--- src/rtl/eth_pcs_rx_sync_ctrl.sv ---
// 10GBASE-R receive block-lock FSM with gearbox slip control and optional high-BER monitor.
// Define ETH_PCS_RX_HI_BER_EN to build the BER timer, ber_cnt and o_hi_ber logic.
module eth_pcs_rx_sync_ctrl #(
  parameter int SH_CNT_MAX       = 64,
  parameter int SH_INVLD_MAX     = 16,
  parameter int SLIP_HOLDOFF     = 4,
  parameter int BER_TIMER_CYCLES = 40283,
  parameter int BER_INVLD_MAX    = 16
) (
  input  logic       i_clk,
  input  logic       i_reset,
  input  logic       i_hdr_valid,
  input  logic [1:0] i_sync_hdr,
  output logic       o_slip,
  output logic       o_rx_lock,
  output logic       o_hi_ber,
  output logic [5:0] o_ber_cnt
);

  localparam int SH_W   = $clog2(SH_CNT_MAX) + 1;
  localparam int INV_W  = $clog2(SH_INVLD_MAX) + 1;
  localparam int HOLD_W = $clog2(SLIP_HOLDOFF) + 1;

  localparam logic [SH_W-1:0]   SH_LAST   = SH_W'(SH_CNT_MAX);
  localparam logic [INV_W-1:0]  INV_LAST  = INV_W'(SH_INVLD_MAX);
  localparam logic [HOLD_W-1:0] HOLD_LAST = HOLD_W'(SLIP_HOLDOFF - 1);

  typedef enum logic [1:0] {
    HUNT      = 2'd0,
    LOCKED    = 2'd1,
    SLIP_WAIT = 2'd2
  } state_t;

  state_t            state_q, state_d;
  logic [SH_W-1:0]   sh_cnt_q, sh_cnt_d, sh_cnt_inc;
  logic [INV_W-1:0]  sh_invld_q, sh_invld_d, sh_invld_inc;
  logic [HOLD_W-1:0] hold_q, hold_d;
  logic              slip_q, slip_d;
  logic              lock_q, lock_d;
  logic              hdr_invld;

  // 2'b00 and 2'b11 are the two illegal sync headers.
  assign hdr_invld    = (i_sync_hdr[1] == i_sync_hdr[0]);
  assign sh_cnt_inc   = sh_cnt_q + 1'b1;
  assign sh_invld_inc = sh_invld_q + INV_W'(hdr_invld);

  always_comb begin
    state_d    = state_q;
    sh_cnt_d   = sh_cnt_q;
    sh_invld_d = sh_invld_q;
    hold_d     = hold_q;
    slip_d     = 1'b0;
    lock_d     = lock_q;
    case (state_q)
      HUNT: begin
        if (i_hdr_valid) begin
          if (hdr_invld) begin
            slip_d     = 1'b1;
            sh_cnt_d   = '0;
            sh_invld_d = '0;
            hold_d     = '0;
            state_d    = SLIP_WAIT;
          end else if (sh_cnt_inc == SH_LAST && sh_invld_q == '0) begin
            lock_d     = 1'b1;
            sh_cnt_d   = '0;
            sh_invld_d = '0;
            state_d    = LOCKED;
          end else begin
            sh_cnt_d = sh_cnt_inc;
          end
        end
      end
      LOCKED: begin
        // Loss of lock is decided on the strobe that hits the limit, even mid-window.
        if (i_hdr_valid) begin
          if (sh_invld_inc == INV_LAST) begin
            lock_d     = 1'b0;
            slip_d     = 1'b1;
            sh_cnt_d   = '0;
            sh_invld_d = '0;
            hold_d     = '0;
            state_d    = SLIP_WAIT;
          end else if (sh_cnt_inc == SH_LAST) begin
            sh_cnt_d   = '0;
            sh_invld_d = '0;
          end else begin
            sh_cnt_d   = sh_cnt_inc;
            sh_invld_d = sh_invld_inc;
          end
        end
      end
      SLIP_WAIT: begin
        if (hold_q == HOLD_LAST) begin
          hold_d  = '0;
          state_d = HUNT;
        end else begin
          hold_d = hold_q + 1'b1;
        end
      end
      default: begin
        state_d    = HUNT;
        sh_cnt_d   = '0;
        sh_invld_d = '0;
        hold_d     = '0;
        lock_d     = 1'b0;
      end
    endcase
  end

  always_ff @(posedge i_clk or posedge i_reset) begin
    if (i_reset) begin
      state_q    <= HUNT;
      sh_cnt_q   <= '0;
      sh_invld_q <= '0;
      hold_q     <= '0;
      slip_q     <= 1'b0;
      lock_q     <= 1'b0;
    end else begin
      state_q    <= state_d;
      sh_cnt_q   <= sh_cnt_d;
      sh_invld_q <= sh_invld_d;
      hold_q     <= hold_d;
      slip_q     <= slip_d;
      lock_q     <= lock_d;
    end
  end

  assign o_slip    = slip_q;
  assign o_rx_lock = lock_q;

`ifdef ETH_PCS_RX_HI_BER_EN
  localparam int TMR_W = $clog2(BER_TIMER_CYCLES);

  localparam logic [TMR_W-1:0] TMR_LAST = TMR_W'(BER_TIMER_CYCLES - 1);
  localparam logic [5:0]       BER_MAX  = 6'(BER_INVLD_MAX);

  logic [TMR_W-1:0] tmr_q, tmr_d;
  logic [5:0]       ber_cnt_q, ber_cnt_d, ber_base;
  logic             hi_ber_q, hi_ber_d;
  logic             ber_wrap, ber_hit;

  always_comb begin
    ber_wrap  = (tmr_q == TMR_LAST);
    ber_hit   = i_hdr_valid && hdr_invld;
    // A hit on the wrap cycle lands in the new window.
    ber_base  = ber_wrap ? 6'd0 : ber_cnt_q;
    ber_cnt_d = (ber_hit && ber_base != 6'd63) ? ber_base + 6'd1 : ber_base;
    tmr_d     = ber_wrap ? '0 : tmr_q + 1'b1;
    hi_ber_d  = hi_ber_q;
    if (ber_wrap && ber_cnt_q < BER_MAX) begin
      hi_ber_d = 1'b0;
    end
    if (ber_hit && ber_cnt_d >= BER_MAX) begin
      hi_ber_d = 1'b1;
    end
    if (state_q != LOCKED || state_d != LOCKED) begin
      tmr_d     = '0;
      ber_cnt_d = '0;
      hi_ber_d  = 1'b0;
    end
  end

  always_ff @(posedge i_clk or posedge i_reset) begin
    if (i_reset) begin
      tmr_q     <= '0;
      ber_cnt_q <= '0;
      hi_ber_q  <= 1'b0;
    end else begin
      tmr_q     <= tmr_d;
      ber_cnt_q <= ber_cnt_d;
      hi_ber_q  <= hi_ber_d;
    end
  end

  assign o_hi_ber  = hi_ber_q;
  assign o_ber_cnt = ber_cnt_q;
`else
  // The BER parameters stay referenced so both builds share one parameter list.
  assign o_hi_ber  = (BER_TIMER_CYCLES > 0 && BER_INVLD_MAX > 0) ? 1'b0 : 1'b0;
  assign o_ber_cnt = 6'd0;
`endif

endmodule

--- config.mk ---
export PLATFORM = sky130hd
export DESIGN_NAME = eth_pcs_rx_sync_ctrl
export DESIGN_NICKNAME = d
export VERILOG_FILES = /design/src/rtl/eth_pcs_rx_sync_ctrl.sv
export SDC_FILE = /design/constraint.sdc
export NUM_CORES = 1
export LEC_CHECK = 0
export ABC_AREA = 1
export BUFFER_PORTS_ARGS = -buffer_cell sky130_fd_sc_hd__buf_2
export CORE_AREA = 2 2 54 56
export DETAILED_ROUTE_END_ITERATION = 8
export DIE_AREA = 0 0 56 58
export GPL_TIMING_DRIVEN = 0
export PLACE_DENSITY_LB_ADDON = 0.05
export SYNTH_ARGS = -nofsm -noshare
export SYNTH_HDL_FRONTEND = slang
export SYNTH_SLANG_ARGS = --single-unit
--- constraint.sdc ---
create_clock -name i_clk -period 5.3 [get_ports i_clk]
set_input_delay 0.53 -clock i_clk [delete_from_list [all_inputs] [get_ports i_clk]]
set_output_delay 0.53 -clock i_clk [all_outputs]
set_load 0.1 [all_outputs]
# --- Word level (Yosys, flattened, before mapping) ---
# Cells that the tools add are included.
op_classes:
  addsub: 3
  eq_ne: 14
  muxes: 38
  bitwise_logic: 1
  reduce_logical: 8
ops:
  columns: ["op", "n"]
  rows:
  - ["2-to-1 mux 7 bit", 6]
  - ["2-to-1 mux 5 bit", 6]
  - ["one-hot mux 7 bit (3 select lines)", 1]
  - ["2-to-1 mux 3 bit", 5]
  - ["one-hot mux 5 bit (3 select lines)", 1]
  - ["inequality test 2 bit, second input constant", 7]
  - ["2-to-1 mux 2 bit", 6]
  - ["2-to-1 mux 1 bit", 9]
  - ["one-hot mux 3 bit (3 select lines)", 1]
  - ["AND reduction 4 bit", 2]
  - ["adder 7 x 1 -> 7 bit, second input constant", 1]
  - ["equality test 7 bit, second input constant", 1]
  - ["one-hot mux 2 bit (3 select lines)", 1]
  - ["AND reduction 6 bit", 1]
  - ["adder 5 x 1 -> 5 bit", 1]
  - ["equality test 5 bit, second input constant", 1]
  - ["zero test 5 bit", 1]
  - ["AND reduction 5 bit", 1]
  - ["adder 3 x 1 -> 3 bit, second input constant", 1]
  - ["equality test 3 x 2 -> 1 bit, second input constant", 1]
  - ["inequality test 3 bit, second input constant", 1]
  - ["one-hot mux 1 bit (3 select lines)", 1]
  - ["AND reduction 3 bit", 1]
  - ["equality test 2 x 1 -> 1 bit, second input constant", 1]
  - ["6 further kinds", 6]
totals:
  reg_bits: 19
  in_bits: 5
  out_inout_bits: 9
  word_cells: 70

# --- Depth between registers and ports, before layout ---
# Gate-level depths: netlist of run 1.
depth:
  depth_word: 7
  depth_mapped: 13
  mapped_depth_nobuf: 13

# --- Least setup slack after synthesis of run 1 ---
# Ideal clock, no wire load.
synth_timing:
  kind: "input to register"
  start: "input i_sync_hdr[0]"
  end: "register sh_cnt_q[0]"
  setup_time_ns: 0.121
  arrival_time_ns: 2.174
  t_required_ns: 5.179
  setup_slack_ns: 3.005
  stages: 13
  n_path_buf: 0
  cell_sequence: "or2_2 nand2_1 ha_1 ha_1 or2_2 nor2_1 nand3_1 nand2_1 inv_2 nand2_1 nand2_1 nand2_1 a21oi_1"
synth_via:
  elab_chain_cells: 6
  elab_cells_between_ends: 8
  classes_between: "add/sub (1); eq/ne (2); mux (5)"
synth_rtl:
  columns: ["item", "line_no", "source"]
  rows:
  - ["start: declaration", "13", "input logic [1:0] i_sync_hdr,"]
  - ["equality test 1 bit (*)", "43", "assign hdr_invld = (i_sync_hdr[1] == i_sync_hdr[0]);"]
  - ["adder 5 x 1 -> 5 bit", "45", "assign sh_invld_inc = sh_invld_q + INV_W'(hdr_invld);"]
  - ["equality test 5 bit", "76", "if (sh_invld_inc == INV_LAST) begin"]
  - ["2-to-1 mux 7 bit", "76", null]
  - ["2-to-1 mux 7 bit", "75", "if (i_hdr_valid) begin"]
  - ["one-hot mux 7 bit (3 select lines) (*)", "54", "case (state_q)"]
  - ["end signal: assignment", "120", "sh_cnt_q <= sh_cnt_d;"]
  - ["end: declaration", "35", "logic [SH_W-1:0] sh_cnt_q, sh_cnt_d, sh_cnt_inc;"]
# Mark *: on every way between the ends. The rest lies on a longest branch, timed or not. The select of a mux whose other input is x is not followed.
# A chain may end at the register's enable or synchronous reset.

# --- Worst setup path after layout of run 1 ---
layout_timing:
  start: "input i_sync_hdr[0]"
  end: "register sh_cnt_q[6]"
# Same word-level chain as after synthesis.

==> impl_metrics.env, run 1 <==
export IMPL_overflow=0
export IMPL_crit_fanout=6
export IMPL_cts_max_path_buffers=2
export IMPL_layout_nets=177
export IMPL_grt_pass1_vias=989
export IMPL_leakagePower_nw=0.661
export IMPL_synth_cell_type_count=27
export IMPL_synth_cells_most_frequent="36 x nand2_1, 19 x dfrtp_1, 16 x inv_1, 15 x nand3_1, 14 x nor2_1"
export IMPL_critPathMostFrequentCell="nand2_1"
export IMPL_ant_nets=0
export IMPL_synthCells=151
export IMPL_async_reset_ff_share_pct=100
export IMPL_cellPowerDensity_nw_per_um2=392
export IMPL_rsz0062_at_grt="no"
export IMPL_place_gp_congestion=0.802
export IMPL_drive_above_1_share_pct=17.4
export IMPL_h_tree_depth=1
export IMPL_start_util_pct=43.6
export IMPL_critPathLaunchType="input pin"
export IMPL_ys_seq_area_share_pct=41.0
export IMPL_cts_tree="done"
export IMPL_routed_via_count=990
export IMPL_slowest_delay_ns=0.30
export IMPL_row_count=19
export IMPL_hold_viol_final=0
export IMPL_end_kind="flop"
export IMPL_clk_latency_ns=0.30
export IMPL_wl_per_cell_um=11.1
export IMPL_crit_type="input pin to flop"
export IMPL_wirelength_mm=2.20
export IMPL_cts_root_buf="clkbuf_4"
export IMPL_cp_slowest_cell="or2_2"
export IMPL_die_area_um2=3250
export IMPL_status="completed"
export IMPL_hold_buffers=0
export IMPL_die_w_um=56
export IMPL_yosys_top_cells_area="dfrtp_1 41%, nand2_1 12%, nand3_1 6.5%"
export IMPL_finalClockSkew_ns=0.00420
export IMPL_yosysMostFrequentCell="nand2_1"
export IMPL_n_antenna_cell=0
export IMPL_slew_headroom_pct=50.1
export IMPL_netlist_area_leader_share_pct=41.0
export IMPL_drtIter0Drc=25
export IMPL_timing_fmax_mhz=433
export IMPL_reg2regPathDepth=11
export IMPL_syn_area_um2=1160
export IMPL_grt_pass1_wl_mm=4.02
export IMPL_synthFlopType="dfrtp_1"
export IMPL_drv_cap=0
export IMPL_placedCellCount=194
export IMPL_cts_sinks=19
export IMPL_dr_pass1_iters=4
export IMPL_cp_cell_sequence="buf_2, or2_2, nand2_1, ha_1, ha_1, or2_2, nor2_1, nand3_1, nand2_1, inv_2, nand2_1, nand2_1, nand2_1, o21ai_1"
export IMPL_synth_area_leader_cell="dfrtp_1"
export IMPL_grt_use_total_pct=15.6
export IMPL_grt_max_degree=20
export IMPL_drc=0
export IMPL_pin_count=14
export IMPL_antenna_found_initial=0
export IMPL_finalSetupViolations=0
export IMPL_syn_to_final_growth_pct=10.2
export IMPL_fin_cells=198
export IMPL_hpwl_mm=1.71
export IMPL_cp_data_arrival_time_ns=2.51
export IMPL_cts_made_buffers=3
export IMPL_ys_warn_count=0
export IMPL_ys_ff_latch=19
export IMPL_fin_crit_sh_pct=43.6
export IMPL_path_clk_slew_ns=0.12
export IMPL_fp_dieH_um=58
export IMPL_synth_area_per_cell_um2=7.68
export IMPL_hold_path_class="input pin to asynchronous set/reset pin"
export IMPL_io_buffers=6
export IMPL_avgViaCountPerCell=5.00
export IMPL_synth_edf_count=0
export IMPL_maxSlewViolCount=0
export IMPL_worstMarginPinSlew_ns=0.748
export IMPL_vdd_ir_drop_max_mv=0.270
export IMPL_worstPathRequired_ns=5.50
export IMPL_post_cts_buffers=0
export IMPL_post_cts_resized=0
export IMPL_fin_crit_ns=2.31
export IMPL_core_area_um2=2660
export IMPL_setup_tns_ns=0
## flip-flops by register name, summed over array words and instances, names as in the netlist
| signal | count |
|---|---|
| sh_cnt_q | 7 |
| sh_invld_q | 5 |
| hold_q | 3 |
| state_q | 2 |
| o_rx_lock | 1 |
| o_slip | 1 |
## cell type report
| class | instances | area (µm²) |
|---|---|---|
| Buffer | 7 | 52.6 |
| Clock buffer | 3 | 22.5 |
| Clock inverter | 1 | 5.00 |
| Fill cell | 282 | 1380 |
| Inverter | 17 | 63.8 |
| Multi-Input combinational cell | 114 | 591 |
| Sequential cell | 19 | 475 |
| Tap cell | 31 | 38.8 |
| Timing Repair Buffer | 6 | 30.0 |
## worst paths after layout
kind	end	startpoint	slack [ns]
setup / recovery	sh_cnt_q[6]	i_sync_hdr[0]	2.99
hold / removal	sh_cnt_q[0]	i_reset	0.33
setup reg to reg	sh_cnt_q[6]	sh_invld_q[0]	3.20
hold reg to reg	hold_q[2]	hold_q[2]	0.51
max in group asynchronous	sh_invld_q[4]	i_reset	4.50
min in group i_clk	hold_q[2]	hold_q[2]	0.51
## routing by layer
metal | part of all wire, % | vias to the layer above | global-route usage, %
met5 | 0 | - | 0
met3 | 4.1 | 8 | 2.68
met4 | 2.4 | 0 | 7.48
met2 | 46 | 23 | 26.9
li1 | - | 511 | -
met1 | 47 | 448 | 19.1
## kinds of logic (layout without fill, tap and decap cells)
logic type	after synthesis	in the layout	synth area share [%]
buf+inv	24	34	10.0
simple gates	81	81	32.8
compound gates	19	19	9.28
fa+ha+maj	4	4	4.32
flops	19	19	41.0
xor+xnor	3	3	2.27
other cells	1	7	0.323
## power breakdown
| part | leakage, nW | total, mW | internal (mW) | switching, mW |
|---|---|---|---|---|
| sequential | 0.257 | 0.195 | 0.172 | 0.0228 |
| clock | 0.0177 | 0.0766 | 0.0282 | 0.0485 |
| combinational | 0.386 | 0.229 | 0.0646 | 0.165 |
## per-stage QoR
step | setup WS [ns] | util [%] | total power, mW | hold slack [ns] | area (µm²)
after CTS | 2.99 | 48.0 | 0.507 | 0.357 | 1280
after global placement | 2.68 | 47.0 | 0.425 | 0.472 | 1250
after detailed placement | 2.65 | 47.0 | 0.428 | 0.477 | 1250
after global routing | 2.77 | 48.0 | 0.548 | 0.383 | 1280
final | 2.99 | 48.0 | 0.501 | 0.332 | 1280
after floorplan | 3.01 | - | 0.383 | 0.458 | 1180
## worst max-delay path: cells and delay by family
kind                     cells  cell delay (ns)
AND/OR/NAND/NOR              9             1.26
adder cells (fa/ha/maj)      2             0.45
buffers and inverters        2             0.19
AO/OA/AOI/OAI                1             0.07
## cells in the final DEF (no fill, tap or decap), types with 2 or more instances in the layout
cell	n
nand2_1	36
dfrtp_1	19
inv_1	16
nand3_1	15
nor2_1	14
o21ai_0	7
buf_4	7
conb_1	7
o21ai_1	6
buf_2	6
ha_1	4
nand4_1	3
clkbuf_4	3
xnor2_1	2
or2_2	2
nand2_2	2
nor2_2	2
nor3_1	2
nand2_4	2
a21oi_1	2
Note: power is estimated with default switching activity, not from simulation.
==> run 2, diff against run 1 <==
==> constraint.sdc (replaced) <==
create_clock -name i_clk -period 2.2 [get_ports i_clk]
set_input_delay 0.22 -clock i_clk [delete_from_list [all_inputs] [get_ports i_clk]]
set_output_delay 0.22 -clock i_clk [all_outputs]
set_load 0.1 [all_outputs]
==> run 2 against run 1 <==
Core utilization rose by 0.47 points; global-route usage unchanged; clock skew down 0.0012 ns; routed wire length is 1.0% higher; count of clock-buffer cells in the layout is the same.
==> impl_metrics.env, run 2 (same netlist as run 1, synthesis figures left out) <==
export IMPL_dr_pass1_iters=4
export IMPL_avgViaCountPerCell=4.94
export IMPL_die_area_um2=3250
export IMPL_drive_above_1_share_pct=19.0
export IMPL_overflow=0
export IMPL_io_buffers=6
export IMPL_hpwl_mm=1.71
export IMPL_use_met1_pct=19.1
export IMPL_met2_usage_pct=26.9
export IMPL_h_tree_depth=1
export IMPL_rsz0062_at_grt="no"
export IMPL_slew_headroom_pct=50.7
export IMPL_ant_nets=0
export IMPL_crit_type="flop to flop"
export IMPL_dp_slack_ns=-0.140
export IMPL_fin_crit_ns=2.01
export IMPL_fp_dieH_um=58
export IMPL_grt_use_total_pct=15.6
export IMPL_p_total_mw=1.22
export IMPL_top_register="sh_cnt_q"
export IMPL_path_clk_slew_ns=0.12
export IMPL_maxSlewViolCount=0
export IMPL_routed_via_count=983
export IMPL_clk_latency_ns=0.30
export IMPL_endpoint="sh_cnt_q[6]"
export IMPL_use_met3_pct=2.68
export IMPL_cp_data_arrival_time_ns=2.21
export IMPL_start_util_pct=43.6
export IMPL_worstSetupStartpoint="sh_invld_q[0]"
export IMPL_place_gp_congestion=0.802
export IMPL_drtIter0Drc=29
export IMPL_n_antenna_cell=0
export IMPL_row_count=19
export IMPL_reg2reg_setup_slack_ns=0.19
export IMPL_reg2regPathDepth=11
export IMPL_finalSetupViolations=0
export IMPL_critPathLaunchType="flop"
export IMPL_syn_to_final_growth_pct=11.3
export IMPL_leakagePower_nw=0.663
export IMPL_worstPathRequired_ns=2.40
export IMPL_core_area_um2=2660
export IMPL_cts_tree="done"
export IMPL_cts_root_buf="clkbuf_4"
export IMPL_cts_max_path_buffers=2
export IMPL_r2r_end="sh_cnt_q[6]"
export IMPL_antenna_found_initial=0
export IMPL_die_w_um=56
export IMPL_timing_fmax_mhz=497
export IMPL_cts_sinks=19
export IMPL_end_kind="flop"
export IMPL_drv_cap=0
export IMPL_wl_per_cell_um=11.2
export IMPL_finalClockSkew_ns=0.00298
export IMPL_crit_fanout=6
export IMPL_cellPowerDensity_nw_per_um2=945
export IMPL_final_cell_mix="35 x nand2_1, 19 x dfrtp_1, 16 x inv_1"
export IMPL_cts_made_buffers=3
export IMPL_fin_ws_ns=0.187
export IMPL_wirelength_mm=2.22
export IMPL_worstMarginPinSlew_ns=0.739
export IMPL_layout_nets=178
export IMPL_reg_largest_list="sh_cnt_q (7), sh_invld_q (5), hold_q (3)"
export IMPL_drc=0
export IMPL_mostFrequentLayoutCell="nand2_1"
export IMPL_vdd_ir_drop_max_mv=0.653
export IMPL_hold_path_class="input pin to asynchronous set/reset pin"
export IMPL_top_usage_layer="met2"
export IMPL_largest_reg_flops=7
export IMPL_status="completed"
export IMPL_rr_startpoint="sh_invld_q[0]"
export IMPL_grt_max_degree=20
export IMPL_pin_count=14
export IMPL_grt_pass1_wl_mm=4.02
export IMPL_grt_pass1_vias=989
export IMPL_fin_crit_sh_pct=91.5
export IMPL_hold_viol_final=0
==> run 2: per-layer routing <==
metal	wire length (µm)	share of wire [%]	vias up
met5	0	0	-
met4	30	1.4	0
met3	82	3.7	5
met2	1050	47	20
met1	1060	48	445
li1	-	-	513
==> run 2: metrics by stage <==
| stage | std cells | setup TNS [ns] | cell area [µm²] | utilization [%] | hold slack [ns] |
|---|---|---|---|---|---|
| 3_5_place_dp | 194 | -0.644 | 1250 | 47.0 | 0.405 |
| 5_1_grt | 199 | 0 | 1290 | 48.5 | 0.0729 |
| 4_1_cts | 198 | 0 | 1280 | 48.0 | 0.0474 |
| 2_1_floorplan | 157 | 0 | 1180 | - | 0.171 |
| 6_report | 199 | 0 | 1290 | 48.5 | 0.0214 |
| 3_3_place_gp | 194 | -0.362 | 1250 | 47.0 | 0.381 |
==> run 2: what timing repair did <==
item / in CTS / in global routing
setup endpoints to repair: 0 / 5
gates resized for setup: 0 / 2
setup buffers: 0 / 1
hold buffers: 0 / 0
==> run 2: worst min path at each step <==
stage | startpoint | slack [ns] | to
2_1_floorplan | i_reset | 0.17 | hold_q[0]
3_3_place_gp | i_reset | 0.38 | o_slip
3_5_place_dp | i_reset | 0.40 | sh_cnt_q[0]
4_1_cts | i_reset | 0.05 | sh_cnt_q[0]
5_1_grt | i_reset | 0.07 | sh_cnt_q[0]
6_report | i_reset | 0.02 | sh_cnt_q[0]
==> run 2: worst max-delay path: stages (launching register included) <==
cell and delay (ns):
dfrtp_1 0.42, ha_2 0.21, ha_1 0.29, or2_2 0.30, nor2_1 0.10, nand3_1 0.09
nand2_2 0.11, inv_2 0.07, nand2_1 0.06, nand2_1 0.08, nand2_1 0.11, o21ai_1 0.07
==> run 2: layout make-up <==
class / count / area (µm²)
well taps: 31 / 38.8
flip-flops and latches: 19 / 475
clock inverters: 1 / 5.00
repair buffers: 7 / 37.5
inverters: 17 / 63.8
multi-input cells: 114 / 596
plain buffers: 7 / 52.6
fillers: 277 / 1370
clock buffers: 3 / 22.5
==> run 2: power by group <==
| part | total, mW | switching [mW] | internal (mW) |
|---|---|---|---|
| combinational | 0.566 | 0.401 | 0.165 |
| sequential | 0.470 | 0.0545 | 0.415 |
| clock | 0.184 | 0.116 | 0.0677 |
| total | 1.22 | 0.571 | 0.649 |
==> run 3, diff against run 2 <==
--- a/config.mk
+++ b/config.mk
@@ -7,9 +7,11 @@
 export LEC_CHECK = 0
 export ABC_AREA = 1
 export BUFFER_PORTS_ARGS = -buffer_cell sky130_fd_sc_hd__buf_2
-export CORE_AREA = 2 2 54 56
+export CELL_PAD_IN_SITES_DETAIL_PLACEMENT = 0
+export CELL_PAD_IN_SITES_GLOBAL_PLACEMENT = 1
+export CORE_AREA = 2 2 57 59
 export DETAILED_ROUTE_END_ITERATION = 8
-export DIE_AREA = 0 0 56 58
+export DIE_AREA = 0 0 59 61
 export GPL_TIMING_DRIVEN = 0
 export PLACE_DENSITY_LB_ADDON = 0.05
 export SYNTH_ARGS = -nofsm -noshare
==> run 3 against run 2 <==
Sequential power hardly changed; routed wire length grew 2.0%; final cell count is 0.50% higher; critical path depth unchanged; worst hold slack better by 0.0035 ns; power shrank 0.35%; register-to-register slack got worse by 0.03 ns; fmax is 1.3% lower; count of clock-buffer cells in the layout unchanged; first-iteration DRC count decreased by 6.9%.
==> impl_metrics.env, run 3 (same netlist as run 1, synthesis figures left out) <==
export IMPL_status="completed"
export IMPL_end_kind="flop"
export IMPL_reg_largest_list="sh_cnt_q (7), sh_invld_q (5), hold_q (3)"
export IMPL_fp_dieH_um=61
export IMPL_overflow=0
export IMPL_layout_nets=177
export IMPL_grt_pass1_wl_mm=3.91
export IMPL_largest_reg_flops=7
export IMPL_dp_slack_ns=-0.159
export IMPL_met2_usage_pct=24.6
export IMPL_finalSetupViolations=0
export IMPL_use_met1_pct=18.6
export IMPL_clk_latency_ns=0.30
export IMPL_antenna_found_initial=0
export IMPL_cts_made_buffers=3
export IMPL_rsz0062_at_grt="no"
export IMPL_cp_data_arrival_time_ns=2.24
export IMPL_finalClockSkew_ns=0.00761
export IMPL_reg2regPathDepth=11
export IMPL_syn_to_final_growth_pct=10.9
export IMPL_pin_count=14
export IMPL_io_buffers=6
export IMPL_die_w_um=59
export IMPL_h_tree_depth=1
export IMPL_drtIter0Drc=27
export IMPL_cts_max_path_buffers=2
export IMPL_dr_pass1_iters=4
export IMPL_worstPathRequired_ns=2.40
export IMPL_ant_nets=0
export IMPL_wirelength_mm=2.27
export IMPL_place_gp_congestion=0.764
export IMPL_vdd_ir_drop_max_mv=0.384
export IMPL_drive_above_1_share_pct=18.6
export IMPL_crit_type="flop to flop"
export IMPL_slew_headroom_pct=49.6
export IMPL_drv_cap=0
export IMPL_worstMarginPinSlew_ns=0.755
export IMPL_core_area_um2=2950
export IMPL_top_register="sh_cnt_q"
export IMPL_post_cts_buffers=0
export IMPL_fin_util_pct=43.6
export IMPL_mostFrequentLayoutCell="nand2_1"
export IMPL_drc=0
export IMPL_path_clk_slew_ns=0.12
export IMPL_final_cell_mix="34 x nand2_1, 19 x dfrtp_1, 16 x inv_1"
export IMPL_cts_root_buf="clkbuf_4"
export IMPL_fin_crit_ns=2.04
export IMPL_start_util_pct=39.3
export IMPL_critPathLaunchType="flop"
export IMPL_n_antenna_cell=0
export IMPL_leakagePower_nw=0.662
export IMPL_grt_use_total_pct=14.5
export IMPL_fin_ws_ns=0.161
export IMPL_cts_tree="done"
export IMPL_cts_sinks=19
export IMPL_crit_fanout=6
export IMPL_hpwl_mm=1.76
export IMPL_grt_pass1_vias=914
export IMPL_avgViaCountPerCell=4.87
export IMPL_use_met3_pct=1.92
export IMPL_timing_fmax_mhz=490
export IMPL_hold_viol_final=0
export IMPL_wl_per_cell_um=11.3
export IMPL_die_area_um2=3600
export IMPL_routed_via_count=973
export IMPL_hold_path_class="input pin to asynchronous set/reset pin"
export IMPL_row_count=20
export IMPL_cellPowerDensity_nw_per_um2=945
export IMPL_fin_crit_sh_pct=92.7
export IMPL_grt_max_degree=20
export IMPL_top_usage_layer="met2"
export IMPL_maxSlewViolCount=0
[run 3: cell count changes in the layout (fill, tap and decap cells not counted)]
cell / change
buf_4: -1
ha_1: +1
ha_2: -1
nand2_1: -1
nand2_2: +1
[run 3: path summary, 6_finish.rpt]
check / start / endpoint / slack [ns]
max reg2reg: sh_invld_q[0] / sh_cnt_q[6] / 0.16
min reg2reg: hold_q[2] / hold_q[2] / 0.50
min in group i_clk: i_hdr_valid / sh_cnt_q[1] / 0.31
min: i_reset / sh_cnt_q[2] / 0.02
max in group asynchronous: i_reset / sh_cnt_q[5] / 1.70
max: sh_invld_q[0] / sh_cnt_q[6] / 0.16
[run 3: stage by stage]
stage               setup TNS (ns)  area, µm²  hold slack, ns  instances  total power, mW
global placement            -0.577       1250           0.387        196             1.03
finish                           0       1290          0.0249        200             1.22
global route                     0       1290          0.0916        200             1.32
detailed placement          -0.663       1250           0.390        196             1.04
CTS                              0       1280          0.0374        200             1.23
floorplan                        0       1180           0.171        157            0.923
[run 3: final cells by class]
type	count	area (µm²)
sequential	19	475
timing repair buffer	6	30.0
tap	33	41.3
inverter	17	63.8
fill	324	1670
buffer	7	52.6
clock buffer	3	22.5
multi-input combinational	114	596
clock inverter	1	5.00
[run 3: timing repair]
action,4_1_cts,5_1_grt
resized for setup,0,2
hold buffers,0,0
endpoints found under the setup margin,0,3
endpoints found under the hold margin,0,0
[run 3: routing by layer]
| layer | share of wire (%) | wire [µm] | vias to the layer above |
|---|---|---|---|
| li1 | - | - | 508 |
| met1 | 48 | 1090 | 449 |
| met2 | 47 | 1080 | 11 |
| met3 | 2.5 | 56 | 5 |
| met4 | 1.8 | 40 | 0 |
| met5 | 0 | 0 | - |
[run 3: where the power goes]
group | total [mW] | switching (mW) | internal (mW)
logic | 0.562 | 0.403 | 0.159
clock network | 0.183 | 0.115 | 0.0678
registers | 0.471 | 0.0553 | 0.415
total | 1.22 | 0.574 | 0.642
[run 3: critical path, cell delays in order, from the launching register on]
cell and delay, ns:
dfrtp_1 0.41, ha_1 0.24, ha_1 0.29, or2_2 0.30
nor2_1 0.10, nand3_1 0.09, nand2_2 0.12, inv_2 0.08
nand2_1 0.07, nand2_1 0.09, nand2_2 0.09, o21ai_1 0.06
